[config.mk]
export PLATFORM = sky130hd
export DESIGN_NAME = bcd_serial_accumulator
export DESIGN_NICKNAME = d
export VERILOG_FILES = /design/src/rtl/bcd_pkg.sv /design/src/rtl/bcd_digit_adder.sv /design/src/rtl/bcd_serial_accumulator.sv
export SDC_FILE = /design/constraint.sdc
export NUM_CORES = 1
export LEC_CHECK = 0
export ABC_AREA = 1
export CAP_MARGIN = 20
export CORE_UTILIZATION = 50
export DETAILED_ROUTE_END_ITERATION = 7
export PLACE_DENSITY = 0.84
export REMOVE_ABC_BUFFERS = 1
export SYNTH_ARGS = -nofsm -noshare
export SYNTH_HDL_FRONTEND = slang
export SYNTH_SLANG_ARGS = --single-unit
[constraint.sdc]
create_clock -name clk -period 3.65 [get_ports clk]
set_clock_uncertainty 0.15 [all_clocks]
set_input_delay 0.73 -clock clk [delete_from_list [all_inputs] [get_ports clk]]
set_output_delay 0.73 -clock clk [all_outputs]
set_load 0.005 [all_outputs]
[src/rtl/bcd_pkg.sv]
// Shared definitions for the digit-serial BCD accumulator.
package bcd_pkg;

    localparam int         BCD_DIGIT_W = 4;
    localparam logic [3:0] BCD_MAX     = 4'd9;

    // Widest operand that is_bcd_word can inspect; callers zero-extend into it.
    localparam int MAX_DIGITS = 32;
    localparam int MAX_WORD_W = MAX_DIGITS * BCD_DIGIT_W;

    typedef enum logic [1:0] {
        IDLE = 2'd0,
        ADD  = 2'd1,
        DONE = 2'd2
    } state_t;

    // True when every one of the low ndigits nibbles of word is a legal BCD digit.
    function automatic logic is_bcd_word(input logic [MAX_WORD_W-1:0] word, input int ndigits);
        logic ok;
        ok = 1'b1;
        for (int i = 0; i < MAX_DIGITS; i++) begin
            if ((i < ndigits) && (word[i*BCD_DIGIT_W +: BCD_DIGIT_W] > BCD_MAX)) begin
                ok = 1'b0;
            end
        end
        return ok;
    endfunction

endpackage

[src/rtl/bcd_digit_adder.sv]
// Single-digit BCD adder with decimal correction; purely combinational.
module bcd_digit_adder
    import bcd_pkg::*;
(
    input  logic [BCD_DIGIT_W-1:0] a,
    input  logic [BCD_DIGIT_W-1:0] b,
    input  logic                   cin,
    output logic [BCD_DIGIT_W-1:0] s,
    output logic                   cout
);

    logic [BCD_DIGIT_W:0] bin_sum;

    // A binary sum above 9 (which includes any binary carry) needs +6 to wrap back into BCD.
    always_comb begin
        bin_sum = {1'b0, a} + {1'b0, b} + {{BCD_DIGIT_W{1'b0}}, cin};
        cout    = (bin_sum > {1'b0, BCD_MAX});
        s       = cout ? (bin_sum[BCD_DIGIT_W-1:0] + 4'd6) : bin_sum[BCD_DIGIT_W-1:0];
    end

endmodule

[src/rtl/bcd_serial_accumulator.sv]
// Digit-serial BCD accumulator: adds each accepted operand into a running sum, LSD first.
module bcd_serial_accumulator
    import bcd_pkg::*;
#(
    parameter  int NUM_DIGITS = 5,
    localparam int CNT_W      = $clog2(NUM_DIGITS)
) (
    input  logic                    clk,
    input  logic                    rst,
    input  logic                    in_valid,
    output logic                    in_ready,
    input  logic [4*NUM_DIGITS-1:0] in_data,
    input  logic                    in_clear,
    output logic [4*NUM_DIGITS-1:0] acc_out,
    output logic                    acc_valid,
    output logic                    overflow,
    output logic                    in_error,
    output logic                    busy
);

    localparam int               W        = NUM_DIGITS * BCD_DIGIT_W;
    localparam logic [CNT_W-1:0] LAST_IDX = CNT_W'(NUM_DIGITS - 1);

    state_t                   state_q, state_d;
    logic [W-1:0]             opnd_q, opnd_d;
    logic [W-1:0]             work_q, work_d;
    logic [W-1:0]             acc_q, acc_d;
    logic                     carry_q, carry_d;
    logic [CNT_W-1:0]         idx_q, idx_d;
    logic                     overflow_q, overflow_d;
    logic                     in_error_q, in_error_d;

    logic                     accept;
    logic                     operand_ok;
    logic [BCD_DIGIT_W-1:0]   sum_digit;
    logic                     sum_cout;
    logic [W-1:0]             work_shifted;

    assign in_ready   = (state_q != ADD);
    assign busy       = (state_q == ADD);
    assign acc_valid  = (state_q == DONE);
    assign acc_out    = acc_q;
    assign overflow   = overflow_q;
    assign in_error   = in_error_q;

    assign accept     = in_valid & in_ready;
    assign operand_ok = is_bcd_word(MAX_WORD_W'(in_data), NUM_DIGITS);

    // The working register's LSD and the operand's LSD always line up at the adder.
    bcd_digit_adder u_digit_adder (
        .a    (work_q[BCD_DIGIT_W-1:0]),
        .b    (opnd_q[BCD_DIGIT_W-1:0]),
        .cin  (carry_q),
        .s    (sum_digit),
        .cout (sum_cout)
    );

    // New digit enters at the MSD end, so after NUM_DIGITS shifts the sum is realigned.
    assign work_shifted = {sum_digit, work_q[W-1:BCD_DIGIT_W]};

    // Next-state, shift-register and result-register logic for the controller.
    always_comb begin
        state_d    = state_q;
        opnd_d     = opnd_q;
        work_d     = work_q;
        acc_d      = acc_q;
        carry_d    = carry_q;
        idx_d      = idx_q;
        overflow_d = overflow_q;
        in_error_d = 1'b0;
        case (state_q)
            IDLE, DONE: begin
                state_d = IDLE;
                if (accept) begin
                    if (operand_ok) begin
                        opnd_d  = in_data;
                        work_d  = in_clear ? '0 : acc_q;
                        carry_d = 1'b0;
                        idx_d   = '0;
                        state_d = ADD;
                    end else begin
                        in_error_d = 1'b1;
                    end
                end
            end
            ADD: begin
                work_d  = work_shifted;
                opnd_d  = {opnd_q[BCD_DIGIT_W-1:0], opnd_q[W-1:BCD_DIGIT_W]};
                carry_d = sum_cout;
                idx_d   = idx_q + CNT_W'(1);
                if (idx_q == LAST_IDX) begin
                    acc_d      = work_shifted;
                    overflow_d = sum_cout;
                    state_d    = DONE;
                end
            end
            default: begin
                state_d = IDLE;
            end
        endcase
    end

    // All state registers, with synchronous reset aborting any add in flight.
    always_ff @(posedge clk) begin
        if (rst) begin
            state_q    <= IDLE;
            opnd_q     <= '0;
            work_q     <= '0;
            acc_q      <= '0;
            carry_q    <= 1'b0;
            idx_q      <= '0;
            overflow_q <= 1'b0;
            in_error_q <= 1'b0;
        end else begin
            state_q    <= state_d;
            opnd_q     <= opnd_d;
            work_q     <= work_d;
            acc_q      <= acc_d;
            carry_q    <= carry_d;
            idx_q      <= idx_d;
            overflow_q <= overflow_d;
            in_error_q <= in_error_d;
        end
    end

endmodule

==> summary.md <==
| Metric | Value |
|---|---|
| Largest delay share family, worst path | adder cells |
| Routed Wire Length | 8320 um |
| Post-synth cell types | 27 |
| M1 WL | 3610 um |
| Worst VDD drop | 0.187 mV |
| Pre-Repair DR Iteration Count | 7 |
| Worst min-delay path category | flop to flop |
| Post-synthesis mux area share | 0 |
| Max Slew Vio Count | 0 |
| Layout area overhead | 19.8% |
| CTS Sinks | 68 |
| TNS Setup | 0 ns |
| Layout Nets | 545 |
| # Post-CTS Setup Buffers | 0 |
| Fin cells | 595 |
| Critical Path RT | 3.78 ns |
| Reg2reg setup slack | 0.83 ns |
| Pleak | 1.61 nW |
| Final hold violations | 0 |
| Most frequent CP cell | nand2_1 |
| Number of synthesized flops with an enable pin | 0 |
| Cell Rows | 29 |
| CP max stage cell | fa_1 |
| Worst hold slack | 0.334 ns |
| Post-Synth Simple-Gate Area | 0.308 |
| Slew @ Worst Pin | 0.859 ns |
| Clock Path Buffers | 2 |
| Vias | 3,310 |
| Total power | 1.55 mW |
| Cell Pwr Density | 382 nW/um^2 |
| Max FO, Critical Path | 5 |
| Post-Synth Adder-Cell Area | 0.0339 |
| Resized Gates After CTS | 0 |
| MaxCap Viol Count | 0 |
| RSZ-0062 raised after global routing | false |
| Buf/Inv on CP | 1 |
| DR WL met3 | 431 um |
| Largest net degree at the start of global routing | 63 |
| CTS Root Cell | clkbuf_8 |
| Port Buffer Count | 48 |
| Status | finished with violations |
| DRC | 4 |
| GRT Resource Usage Total | 0.247 |
| Clock slew at reported path FFs | 0.07 ns |
| Failing checks | DRC |
| Chip width | 84.4 um |
| Final period util | 0.772 |
| Fin crit period | 2.82 ns |
| Antenna-violating nets left | 0 |
| Final setup fails | 0 |
| Area contributors post-synth | dfxtp_1, nand2_1, nand3_1 |
| CTS tree | built |
| Placed Cells | 579 |
| Average size of a mapped cell | 7.08 um^2 |
| Layout cells sized above 1 | 0.0888 |
| Max stage delay on crit path | 0.48 ns |
| Gr ovfl total | 0 |
| Worst slew margin | 0.425 |
| Worst skew pair latency | 0.34 ns |
| CP cell instances | fa_1 -> fa_1 -> nand2_1 -> nand2_1 -> ha_1 -> inv_1 -> nor2_1 -> a21oi_1 -> nand2_1 -> nand2_1 -> nand2_1 -> nand2_1 -> nand2_1 -> a21oi_1 |
| Most common cell in the netlist | nand2_1 |
| Die H | 84.4 um |
| XOR/XNOR Fraction of Synth Area | 0 |
| Final antenna diode count | 0 |
| Die footprint | 7120 um^2 |
| Vias per cell | 5.56 |
| Startpoint types | flop |
| First-pass GRT wire length | 14,200 um |
| Initial Utilization | 0.525 |
| Critical path type | flop to flop |
| Cells after Synth | 479 |
| Num CTS Buffers | 9 |
| FF+latch count, synth | 68 |
| Yosys top cell by area | dfxtp_1 |
| Core region area | 6460 um^2 |
| Hold Buf Count CTS | 0 |
| Ys async rst share | 0 |
| DR WL met2 | 4040 um |
| GPL Wtd Cong | 0.767 |
| Uppermost layer routed | met4 |
| Post-synthesis sequential area ratio | 0.401 |
| Setup crit end kind | flop |
| Max Freq | 0.355 GHz |
| Number of global-route vias before repair | 3,108 |
| DP HPWL | 5210 um |
| Synth Warn # | 0 |
| CP Data Arrival Time | 2.95 ns |
| Yosys top cell area share | 0.401 |
| Largest family of logic cells by synthesized area | simple AND/OR/NAND/NOR gates |
| Final Util | 0.629 |
| Initial antenna violation count | 0 |
| First DRT Iteration DRCs | 306 |
| Ys flop type | dfxtp_1 |
| Htree depth | 3 |
| Synth top cells by count | nand2_1, dfxtp_1, nor2_1 |
| Boundary Pins | 49 |
| Synth Area in Compound Gates | 0.166 |
| Avg WL per Cell | 14.0 um |
| Post-Syn Area | 3390 um^2 |
stage by stage:
step                      setup slack, ns  cell area [um^2]
final                               0.832              4060
after global routing                0.506              4060
after CTS                           0.864              4060
after detailed placement            0.826              3880
after global placement              0.850              3880
after floorplan                     0.236              3240
cells in the final DEF (no fill, tap or decap), types with 2 or more instances in the layout:
| cell | count |
|---|---|
| nand2_1 | 96 |
| dfxtp_1 | 68 |
| nor2_1 | 64 |
| nand3_1 | 50 |
| o21ai_0 | 49 |
| clkdlybuf4s50_1 | 48 |
| inv_1 | 39 |
| a21oi_1 | 22 |
| nor3b_1 | 17 |
| o21ai_2 | 9 |
| a21oi_2 | 9 |
| clkbuf_8 | 9 |
| o21ai_1 | 7 |
| ha_1 | 6 |
| buf_4 | 5 |
| nor2_4 | 3 |
| clkinv_2 | 3 |
| inv_2 | 2 |
| fa_1 | 2 |
| clkbuf_1 | 2 |
flip-flops by register name (all words and copies together) (netlist names):
signal / count
work_q: 20
opnd_q: 20
overflow: 1
acc_out: 20
state_q: 2
carry_q: 1
idx_q: 3
in_error: 1
layer usage:
layer,global-route usage,vias up
met5,0,-
met4,0.117,0
met2,0.417,133
met3,0.0374,21
met1,0.312,1533
li1,-,1623
cells by family (layout without fill, tap and decap cells):
family | after synthesis | count (layout)
adder cells (fa/ha/maj) | 8 | 8
flip-flops | 68 | 68
buffers and inverters | 72 | 111
AO/OA/AOI/OAI | 98 | 98
AND/OR/NAND/NOR | 233 | 233
tightest hold or removal path, cell delays in order (launching register included):
cell and delay, ns:
dfxtp_1 0.32, nand2_1 0.06, a21oi_1 0.05
area by class of cell:
| class | count | area (um^2) |
|---|---|---|
| Clock buffer | 11 | 131 |
| Tap cell | 77 | 96.3 |
| Timing Repair Buffer | 54 | 538 |
| Fill cell | 555 | 2390 |
| Sequential cell | 68 | 1360 |
| Multi-Input combinational cell | 339 | 1730 |
| Clock inverter | 5 | 52.6 |
| Inverter | 41 | 154 |
final timing paths:
path / start / end / cells after the start
worst max-delay path: opnd_q[0]$_SDFFE_PP0P_ / work_q[19]$_SDFFE_PP0P_ / 14
worst min-delay path: carry_q$_SDFFE_PP0P_ / carry_q$_SDFFE_PP0P_ / 2
worst max register to register: opnd_q[0]$_SDFFE_PP0P_ / work_q[19]$_SDFFE_PP0P_ / 14
worst min register to register: carry_q$_SDFFE_PP0P_ / carry_q$_SDFFE_PP0P_ / 2
power breakdown:
group / total [mW] / internal, mW / switching, mW
clock network: 0.599 / 0.312 / 0.286
registers: 0.777 / 0.764 / 0.0128
logic: 0.175 / 0.0666 / 0.109
No activity file was read; power rests on OpenSTA's default activity.
